## config.mk

```make
export PLATFORM = sky130hd
export DESIGN_NAME = fft_stage_sequencer
export DESIGN_NICKNAME = d
export VERILOG_FILES = /design/src/rtl/fft_stage_sequencer.sv
export SDC_FILE = /design/constraint.sdc
export NUM_CORES = 1
export LEC_CHECK = 0
export ABC_AREA = 1
export CAP_MARGIN = 15
export CORE_UTILIZATION = 50
export DETAILED_ROUTE_END_ITERATION = 10
export GPL_ROUTABILITY_DRIVEN = 0
export PLACE_DENSITY = 0.74
export SYNTH_ARGS = -nofsm -noshare
export SYNTH_HDL_FRONTEND = slang
export SYNTH_SLANG_ARGS = --single-unit
export TNS_END_PERCENT = 1
```

## constraint.sdc

```tcl
create_clock -name clk -period 5 [get_ports clk]
set_clock_uncertainty 0.2 [all_clocks]
set_input_delay 1 -clock clk [delete_from_list [all_inputs] [get_ports clk]]
set_output_delay 1 -clock clk [all_outputs]
set_load 0.01 [all_outputs]
```

## src/rtl/fft_stage_sequencer.sv

```systemverilog
// ============================================================================
// fft_stage_sequencer : stage/butterfly/twiddle command sequencer for an
// in-place radix-2 DIF FFT sharing one butterfly datapath across all stages.
// Optional macro FFT_SEQ_BITREV_EN adds a bit-reversed unload pass.
// Revision: 1.0
// ============================================================================
`default_nettype none

module fft_stage_sequencer #(
    parameter int LOG2_N   = 6,
    parameter int PIPE_LAT = 4
) (
    input  logic              clk,
    input  logic              rst_n,
    input  logic              start,
    output logic              busy,
    output logic              done,
    output logic              bf_valid,
    input  logic              bf_ready,
    output logic [LOG2_N-1:0] addr_a,
    output logic [LOG2_N-1:0] addr_b,
    output logic [5:0]        tw_sel,
`ifdef FFT_SEQ_BITREV_EN
    output logic              rd_valid,
    output logic [LOG2_N-1:0] rd_addr,
    input  logic              rd_ready,
`endif
    output logic [2:0]        stage
);

    localparam int         N          = 1 << LOG2_N;
    localparam logic [2:0] LAST_STAGE = 3'(LOG2_N - 1);
    localparam logic [3:0] DRAIN_LAST = 4'((PIPE_LAT > 0) ? PIPE_LAT - 1 : 0);

    typedef enum logic [2:0] {
        ST_IDLE   = 3'd0,
        ST_ISSUE  = 3'd1,
        ST_DRAIN  = 3'd2,
`ifdef FFT_SEQ_BITREV_EN
        ST_UNLOAD = 3'd3,
`endif
        ST_DONE   = 3'd4
    } state_t;

    state_t              state;
    logic [LOG2_N-2:0]   k;
    logic [3:0]          drain_cnt;
    logic                hs;
    logic                stage_end;
`ifdef FFT_SEQ_BITREV_EN
    logic [LOG2_N-1:0]   j;
`endif

    // Packs {addr_a, addr_b, tw_sel} for butterfly kk of stage s.
    function automatic logic [2*LOG2_N+5:0] bf_cmd(input logic [2:0] s,
                                                   input logic [LOG2_N-2:0] kk);
        logic [31:0] k32, span, pos, grp, a, tw;
        k32  = 32'(kk);
        span = 32'(N) >> (s + 3'd1);
        pos  = k32 & (span - 32'd1);
        grp  = k32 >> (LOG2_N - 1 - int'(s));
        a    = grp * 32'd2 * span + pos;
        tw   = pos << (int'(s) + 6 - LOG2_N);
        return {a[LOG2_N-1:0], a[LOG2_N-1:0] + span[LOG2_N-1:0], tw[5:0]};
    endfunction

`ifdef FFT_SEQ_BITREV_EN
    function automatic logic [LOG2_N-1:0] bitrev(input logic [LOG2_N-1:0] v);
        logic [LOG2_N-1:0] r;
        for (int i = 0; i < LOG2_N; i++) r[i] = v[LOG2_N-1-i];
        return r;
    endfunction
`endif

    assign hs = bf_valid & bf_ready;

    // A stage finishes either on its last handshake (no pipeline) or at the end of drain.
    always_comb begin
        stage_end = 1'b0;
        if (state == ST_ISSUE && hs && (&k) && PIPE_LAT == 0) stage_end = 1'b1;
        if (state == ST_DRAIN && drain_cnt == DRAIN_LAST)      stage_end = 1'b1;
    end

    always_ff @(posedge clk) begin
        if (!rst_n) begin
            state     <= ST_IDLE;
            busy      <= 1'b0;
            done      <= 1'b0;
            bf_valid  <= 1'b0;
            addr_a    <= '0;
            addr_b    <= '0;
            tw_sel    <= '0;
            stage     <= '0;
            k         <= '0;
            drain_cnt <= '0;
`ifdef FFT_SEQ_BITREV_EN
            rd_valid  <= 1'b0;
            rd_addr   <= '0;
            j         <= '0;
`endif
        end else begin
            done <= 1'b0;
            case (state)
                ST_IDLE: begin
                    if (start) begin
                        state    <= ST_ISSUE;
                        busy     <= 1'b1;
                        bf_valid <= 1'b1;
                        k        <= '0;
                        stage    <= '0;
                        {addr_a, addr_b, tw_sel} <= bf_cmd(3'd0, '0);
                    end
                end
                ST_ISSUE: begin
                    if (hs) begin
                        if (!(&k)) begin
                            k <= k + 1'b1;
                            {addr_a, addr_b, tw_sel} <= bf_cmd(stage, k + 1'b1);
                        end else if (PIPE_LAT != 0) begin
                            state     <= ST_DRAIN;
                            bf_valid  <= 1'b0;
                            drain_cnt <= '0;
                        end
                    end
                end
                ST_DRAIN: begin
                    if (drain_cnt != DRAIN_LAST) drain_cnt <= drain_cnt + 4'd1;
                end
`ifdef FFT_SEQ_BITREV_EN
                ST_UNLOAD: begin
                    if (rd_valid && rd_ready) begin
                        if (&j) begin
                            rd_valid <= 1'b0;
                            state    <= ST_DONE;
                            busy     <= 1'b0;
                            done     <= 1'b1;
                        end else begin
                            j       <= j + 1'b1;
                            rd_addr <= bitrev(j + 1'b1);
                        end
                    end
                end
`endif
                ST_DONE: begin
                    state  <= ST_IDLE;
                    stage  <= '0;
                    addr_a <= '0;
                    addr_b <= '0;
                    tw_sel <= '0;
                end
                default: state <= ST_IDLE;
            endcase

            if (stage_end) begin
                if (stage != LAST_STAGE) begin
                    state    <= ST_ISSUE;
                    bf_valid <= 1'b1;
                    k        <= '0;
                    stage    <= stage + 3'd1;
                    {addr_a, addr_b, tw_sel} <= bf_cmd(stage + 3'd1, '0);
                end else begin
                    bf_valid <= 1'b0;
`ifdef FFT_SEQ_BITREV_EN
                    state    <= ST_UNLOAD;
                    rd_valid <= 1'b1;
                    rd_addr  <= '0;
                    j        <= '0;
`else
                    state    <= ST_DONE;
                    busy     <= 1'b0;
                    done     <= 1'b1;
`endif
                end
            end
        end
    end

endmodule

`default_nettype wire

```

# Word-level counts from Yosys, hierarchy flattened
# Index checks and enable logic that the tools add are counted.
# totals
regBits,36
inputBits,4
word_cells,106
# classes
n_addsub,14
n_mul,2
n_eq_ne,13
shift,6
muxes,50
n_bitwise,2
n_reduce_logical,9
# ops
op,count
6-bit 2-to-1 mux,15
31-bit by 32-bit multiplier with 5-bit output,2
"7-bit by 3-bit >> shifter with 32-bit output, first input constant",2
6-bit one-hot mux with 3 select lines,3
5-bit by 32-bit AND with 32-bit output,1
"1-bit by 32-bit left shift with 6-bit output, first input constant",1
32-bit by 32-bit left shift with 6-bit output,1
"1-bit by 32-bit >> shifter with 31-bit output, first input constant",1
5-bit by 32-bit >> shifter with 31-bit output,1
"32-bit by 1-bit subtractor with 32-bit output, second input constant",1
5-bit 2-to-1 mux,5
3-bit 2-to-1 mux,8
6-bit adder,3
4-bit 2-to-1 mux,3
4-bit AND reduction,3
1-bit 2-to-1 mux,11
5-bit one-hot mux with 2 select lines,1
"4-bit by 3-bit subtractor with 5-bit output, second input constant",2
"3-bit != test, second input constant",3
3-bit one-hot mux with 3 select lines,1
"3-bit by 3-bit adder with 4-bit output, second input constant",2
4-bit one-hot mux with 2 select lines,1
"3-bit by 3-bit subtractor with 4-bit output, first input constant",2
"3-bit by 1-bit adder with 3-bit output, second input constant",2
other kinds (19),21

# Depth between registers and ports, before layout
# Gate-level depths: netlist of the first run.
# logic_depth
word_depth,11
mapped_depth,31

# Worst setup path after synthesis of the first run
# No wires, ideal clock.
# synth_path
kind,register -> register
start,reg stage[1]
end,reg addr_b[5]
setup_time_ps,112
arrival_time_ps,5003
required_ps,4688
setup_slack_ps,-315
path_stages_with_launch,30
n_path_buf,2
cell_sequence,dfxtp_1 buf_4 inv_1 buf_2 ha_1 inv_1 nand2_2 a21oi_1 nand2_1 nor2_1 ha_1 ha_1 fa_1 fa_1 ha_1 inv_1 xor2_1 inv_1 ha_1 inv_1 a21oi_1 or2_2 xor2_1 inv_1 nand3_1 nand3_1 nand2_1 nand2_1 nand2_1 nand2_1
# synth_via
elab_chain_len,11
# synth_rtl
element,line,rtl
from (decl),28,output logic [2:0] stage
from (signal assigned),159,stage <= stage + 3'd1;
"parallel branches: the longest is 10 deep, another holds 31-bit by 32-bit multiplier with 5-bit output",n/a,
6-bit 2-to-1 mux (*),154,if (stage_end) begin
to (signal assigned),111,"{addr_a, addr_b, tw_sel} <= bf_cmd(3'd0, '0);"
to (signal assigned),118,"{addr_a, addr_b, tw_sel} <= bf_cmd(stage, k + 1'b1);"
to (signal assigned),160,"{addr_a, addr_b, tw_sel} <= bf_cmd(stage + 3'd1, '0);"
to (decl),21,"output logic [LOG2_N-1:0] addr_b,"
# Every way passes the cells marked *.
# A chain may end at the register's enable or synchronous reset.

# Worst setup path in the final report of the first run
# layout_path
start,reg k[1]
end,reg addr_b[5]
# layout_via
elab_chain_len,10
# layout_rtl
element,line,rtl
from (decl),46,logic [LOG2_N-2:0] k;
from (signal assigned),117,k <= k + 1'b1;
5-bit by 1-bit adder with 5-bit output,118,
5-bit by 32-bit >> shifter with 31-bit output,61,grp = k32 >> (LOG2_N - 1 - int'(s));
31-bit by 32-bit multiplier with 5-bit output,62,a = grp * 32'd2 * span + pos;
6-bit adder,62,
6-bit adder,64,"return {a[LOG2_N-1:0], a[LOG2_N-1:0] + span[LOG2_N-1:0], tw[5:0]};"
6-bit 2-to-1 mux (*),116,if (!(&k)) begin
6-bit 2-to-1 mux (*),115,if (hs) begin
6-bit one-hot mux with 3 select lines (*),103,case (state)
6-bit 2-to-1 mux,155,if (stage != LAST_STAGE) begin
6-bit 2-to-1 mux (*),154,
# Mark *: on every way between the ends. The rest lies on a longest branch, timed or not.

==> metrics.cfg, run 1 <==
[yosys]
synth_xor_area_frac=0.0327
synthTopCellsByArea=dfxtp_1 24%, ha_1 12%, nand2_1 11%
synth_top_area_share=0.241
netlist_instances=442
synth_compound_area_frac=0.169
postSynthNetCount=479
synth-adder-area-share=0.148
synth-edff-count=0
postSynthAreaPerCell_um2=6.76
synth.most_common_cell=nand2_1
synth_top_family_by_area=simple AND/OR/NAND/NOR gates
netlist_area_um2=2990
yosys.area_share.simple=0.302
synth_seq_cells=36
async_reset_ff_frac=0
ys_seq_area_frac=0.241
synthTopCellsByCount=86 x nand2_1, 62 x inv_1, 46 x nor2_1
yosys.area.top_type=dfxtp_1
synthFlopType=dfxtp_1
synthMuxAreaShare=0
ys_warn_count=0
synth_cell_types=43

[worst_setup_path]
r2r-end=addr_b[5]$_SDFF_PN0_
start_kind=flop
slowest_delay_ns=0.57
reg2reg_from=k[1]$_SDFF_PN0_
worst_setup_path_end_kind=flop
path_class=flop to flop
worstPathRequired_ns=4.99
worst-path-max-fanout=3
slowest_stage=fa_1
worstRegToRegCells=29
arrival_ns=5.01
crit_top_cell=nand2_1
worst-r2r-setup-slack_ns=-0.01

[global_route]
grt_util_met1=0.389
grt_use_total=0.283
grt_pass1_vias=2853
antenna_found_initial=0
grt_first_pass_wirelength_mm=13.8
grt_use_met3=0.0425
met2_usage=0.440
grt_overflow=0
globalRoute.busiestLayer=met2
grt_start_max_net_pins=18

[sta]
fin_ws_ns=-0.0125
finalCritPeriodShare=1.00
fin_crit_ns=5.01
setup_viol=1
hold_ws_ns=0.260
grt_setup_unrepaired=yes
finalMaxSlewViolations=0
final_hold_viol_count=0
max_slew_margin=0.521
tightest_slew_ns=0.715
fmax_mhz=200

[placed_design]
dp_hpwl_mm=6.40
numPortBuffers=27
placedCellCount=554
dpl_cell_area_um2=3530
place_ws_ns=-0.291

[cells_and_area]
design_area_um2=3790
drive_gt1_frac=0.181
register_area_um2=729
multi_input_area_um2=2080
layout.nets=532
final_cells=568
finish.utilization=0.672
fillers=485
area_growth_pct=27.0
diodes=0

[die]
die_w_um=79.3
chipHeight_um=79.3
io_pins=28
start_util=0.529
die-area_um2=6290
std_cell_rows=27
core_area_um2=5640

[cts]
htree_levels=2
clock_path_buffers=2
numCtsBuffers=5
cts-hold-fix-buffers=0
root_buffer=clkbuf_8
clk_latency_ns=0.30
clkTransAtPathRegs_ns=0.08
cts_tree=built
cts.sink_count=36

[route]
vias_per_cell=5.70
drt_pass1_iterations=5
antenna_left=0
wl_mm=8.38
wl_per_cell_um=14.8
detail_route.iter0.violations=370
drc=0
via_count=3237

[min_path]
min_from=addr_a[1]$_SDFF_PN0_
hp-class=flop to flop
hold_depth=2
hold_end=addr_a[1]$_SDFF_PN0_

[run]
max-cap-violations=0

[power_and_ir_drop]
vdd_drop_max_mv=0.159
pwr_density_cell_nw_per_um2=243
leakagePower_uw=0.00176

[outcome]
failed_checks=setup timing
status=complete, but fails checks

flip-flops by register name, indices dropped and copies added (netlist names):
register / cells
addr_a: 6
addr_b: 6
tw_sel: 6
k: 5
drain_cnt: 4
stage: 3
state: 3
bf_valid: 1
busy: 1
done: 1
power by group:
part	internal (µW)	switching (µW)	total, µW
sequential	310	21.3	332
combinational	100	201	301
clock	176	113	289
how the worst max path moves through the flow:
stage | to | from | slack [ns] | cells after the start
finish | addr_b[5]$_SDFF_PN0_ | k[1]$_SDFF_PN0_ | -0.01 | 29
global route | addr_b[5]$_SDFF_PN0_ | k[1]$_SDFF_PN0_ | -0.22 | 30
CTS | addr_b[5]$_SDFF_PN0_ | k[0]$_SDFF_PN0_ | -0.01 | 29
detailed placement | addr_b[5]$_SDFF_PN0_ | k[0]$_SDFF_PN0_ | -0.29 | 29
global placement | addr_b[5]$_SDFF_PN0_ | k[0]$_SDFF_PN0_ | -0.09 | 29
floorplan | addr_b[5]$_SDFF_PN0_ | k[1]$_SDFF_PN0_ | 0.01 | 29
per-stage QoR:
stage	power [µW]	setup TNS, ns
global route	975	-0.277
detailed placement	628	-0.291
floorplan	527	0
global placement	627	-0.0864
finish	922	-0.0125
CTS	917	-0.0144
cell families after synthesis:
family / after synthesis
simple gates: 198
other cells: 1
compound gates: 86
buf+inv: 79
xor+xnor: 9
fa+ha+maj: 33
flops: 36
critical path: cells and delay by family (launching register included):
kind	cells	cell delay, ns
AOI/OAI and AO/OA	2	0.19
and+or+nand+nor	12	1.09
adders and majority gates	8	2.51
xor gates and xnor gates	2	0.27
DFF	1	0.36
buffers and inverters	5	0.29
cells in the final DEF, fill, tap and decap left out, types with 8 or more instances in the layout:
master	netlist	final
nand2_1	86	82
inv_1	62	58
nor2_1	46	45
dfxtp_1	36	33
nand3_1	31	29
a21oi_1	31	29
buf_4	2	28
clkdlybuf4s50_1	0	27
ha_1	29	24
o21ai_0	20	19
nand2_2	7	10
inv_2	5	9
nor3_1	9	9
a31oi_1	8	8
metal layers:
layer	routed length, µm	vias up
met5	0	-
met4	347	0
met3	610	33
met2	3760	170
met1	3660	1477
li1	-	1557
final cells by class:
cell class / count / share of cell area
Clock inverter: 1 / 0.00792
Inverter: 68 / 0.0686
Timing Repair Buffer: 57 / 0.133
Sequential cell: 36 / 0.192
Multi-Input combinational cell: 327 / 0.549
Clock buffer: 7 / 0.0254
Tap cell: 72 / 0.0237
timing repair:
item,4_1_cts,5_1_grt
buffers inserted,7,0
cloned,0,0
pin swaps,16,16
setup endpoints to repair,1,2
gates resized for setup,10,13
Note: power is estimated with default switching activity, not from simulation.
==> run 2, diff against run 1 <==
--- a/config.mk
+++ b/config.mk
@@ -10,6 +10,7 @@
 export CORE_UTILIZATION = 50
 export DETAILED_ROUTE_END_ITERATION = 10
 export GPL_ROUTABILITY_DRIVEN = 0
+export GPL_TIMING_DRIVEN = 0
 export PLACE_DENSITY = 0.74
 export SYNTH_ARGS = -nofsm -noshare
 export SYNTH_HDL_FRONTEND = slang
==> run 2 against run 1 <==
  * The flow still finishes with violations (setup timing)
  * Cell count down 0.53%
  * Count of clock-buffer cells in the layout up 1
  * First-iteration DRC count up 0.27%
  * Non-clock buffer count down 3
  * Routed wire length up 1.3%
  * Register-to-register slack worse by 0.12 ns
  * Largest cell class unchanged
  * Largest power group unchanged
  * Highest routed layer unchanged
==> metrics.cfg, run 2 (same netlist as run 1, synthesis figures left out) <==
[placed_design]
dp_hpwl_mm=6.16
numPortBuffers=27
place_ws_ns=-0.565

[sta]
tightest_slew_ns=0.676
grt_setup_unrepaired=yes
setup_viol=2
finalMaxSlewViolations=0
final_hold_viol_count=0
fin_crit_ns=5.13
hold_ws_ns=0.265
fmax_mhz=195
finalCritPeriodShare=1.03
max_slew_margin=0.546
fin_ws_ns=-0.130

[route]
drc=0
antenna_left=0
vias_per_cell=5.63
wl_mm=8.50
via_count=3182
wl_per_cell_um=15.0
detail_route.iter0.violations=371
drt_pass1_iterations=6

[worst_setup_path]
cp_top_family=adder cells
slowest_stage=fa_1
worst-path-max-fanout=3
cp.buffers_inverters=6
reg2reg_from=k[1]$_SDFF_PN0_
start_kind=flop
worst_setup_path_end_kind=flop
arrival_ns=5.11
path_class=flop to flop
r2r-end=addr_b[5]$_SDFF_PN0_
worst-r2r-setup-slack_ns=-0.13
slowest_delay_ns=0.57
worstPathRequired_ns=4.98
worstRegToRegCells=30

[cells_and_area]
drive_gt1_frac=0.178
final_cell_mix=82 x nand2_1, 58 x inv_1, 43 x nor2_1, 31 x dfxtp_1, 29 x a21oi_1
multi_input_area_um2=2100
register_area_um2=732
layout.nets=529
finish.utilization=0.667
final_common_cell=nand2_1
reg.largest.list=addr_a x6, addr_b x6, tw_sel x6
fillers=499
area_growth_pct=26.0
diodes=0

[global_route]
antenna_found_initial=0
grt_use_total=0.281
grt_overflow=0
grt_start_max_net_pins=14
grt_first_pass_wirelength_mm=13.8
grt_pass1_vias=2997

[die]
std_cell_rows=27
core_area_um2=5640
die-area_um2=6290
io_pins=28
die_w_um=79.3
start_util=0.529
chipHeight_um=79.3

[min_path]
hold_end=addr_a[3]$_SDFF_PN0_
hp-class=flop to flop
hold_depth=2
min_from=addr_a[3]$_SDFF_PN0_

[run]
max-cap-violations=0

[cts]
clkTransAtPathRegs_ns=0.08
htree_levels=2
numCtsBuffers=5
clock_path_buffers=2
root_buffer=clkbuf_8
cts.sink_count=36
cts-hold-fix-buffers=0
clk_latency_ns=0.29
cts_tree=built

[power_and_ir_drop]
vdd_drop_max_mv=0.217
finalPower_uw=858
leakagePower_uw=0.00173
pwr_density_cell_nw_per_um2=228

[outcome]
failed_checks=setup timing
status=complete, but fails checks

run 2: cell types whose count changed in the layout (fill, tap and decap cells not counted), sizes merged:
| cell | previous run | this run |
|---|---|---|
| buf | 30 | 24 |
| bufinv | 1 | 0 |
| clkbuf | 7 | 11 |
run 2: repair_timing:
item,in CTS,in global routing
buffers inserted,14,2
endpoints found under the setup margin,2,3
resized for setup,21,13
pin swaps,19,13
run 2: how the worst max path moves through the flow:
stage	start	end	slack (ns)	depth (start not counted)
finish	k[1]$_SDFF_PN0_	addr_b[5]$_SDFF_PN0_	-0.13	30
global route	k[1]$_SDFF_PN0_	addr_b[5]$_SDFF_PN0_	-0.30	29
CTS	k[0]$_SDFF_PN0_	addr_b[5]$_SDFF_PN0_	-0.06	29
detailed placement	k[1]$_SDFF_PN0_	addr_b[5]$_SDFF_PN0_	-0.57	29
global placement	k[1]$_SDFF_PN0_	addr_b[5]$_SDFF_PN0_	-0.45	29
floorplan	k[1]$_SDFF_PN0_	addr_b[5]$_SDFF_PN0_	0.01	29
run 2: stage by stage:
stage	area [µm²]	TNS, ns	std cells
6_report	3760	-0.154	565
5_1_grt	3760	-0.502	565
4_1_cts	3690	-0.0574	563
3_5_place_dp	3410	-0.690	541
3_3_place_gp	3410	-0.452	541
2_1_floorplan	3050	0	442
run 2: final cells by class:
type | count | area share
Tap cell | 72 | 0.0239
Multi-Input combinational cell | 327 | 0.559
Sequential cell | 36 | 0.195
Inverter | 68 | 0.0705
Clock buffer | 8 | 0.0266
Buffer | 11 | 0.0203
Timing Repair Buffer | 43 | 0.105
run 2: layer usage:
metal	up-vias	global-route usage	share of wire
met5	-	0	0
met4	0	0.0945	0.018
met3	23	0.0483	0.083
met2	172	0.465	0.47
met1	1440	0.368	0.43
li1	1547	-	-
run 2: power by group:
group | internal, µW | switching, µW | total (µW)
Combinational | 96.9 | 200 | 297
Sequential | 310 | 19.7 | 330
Clock | 126 | 105 | 231
run 2: worst reg2reg max path, delay by kind of cell, from the launching register on:
kind                       cells  cell delay (ns)
AOI/OAI and AO/OA              1             0.03
xor gates and xnor gates       2             0.31
adders and majority gates      8             2.51
buffers and inverters          6             0.45
DFF                            1             0.36
and+or+nand+nor               13             1.15
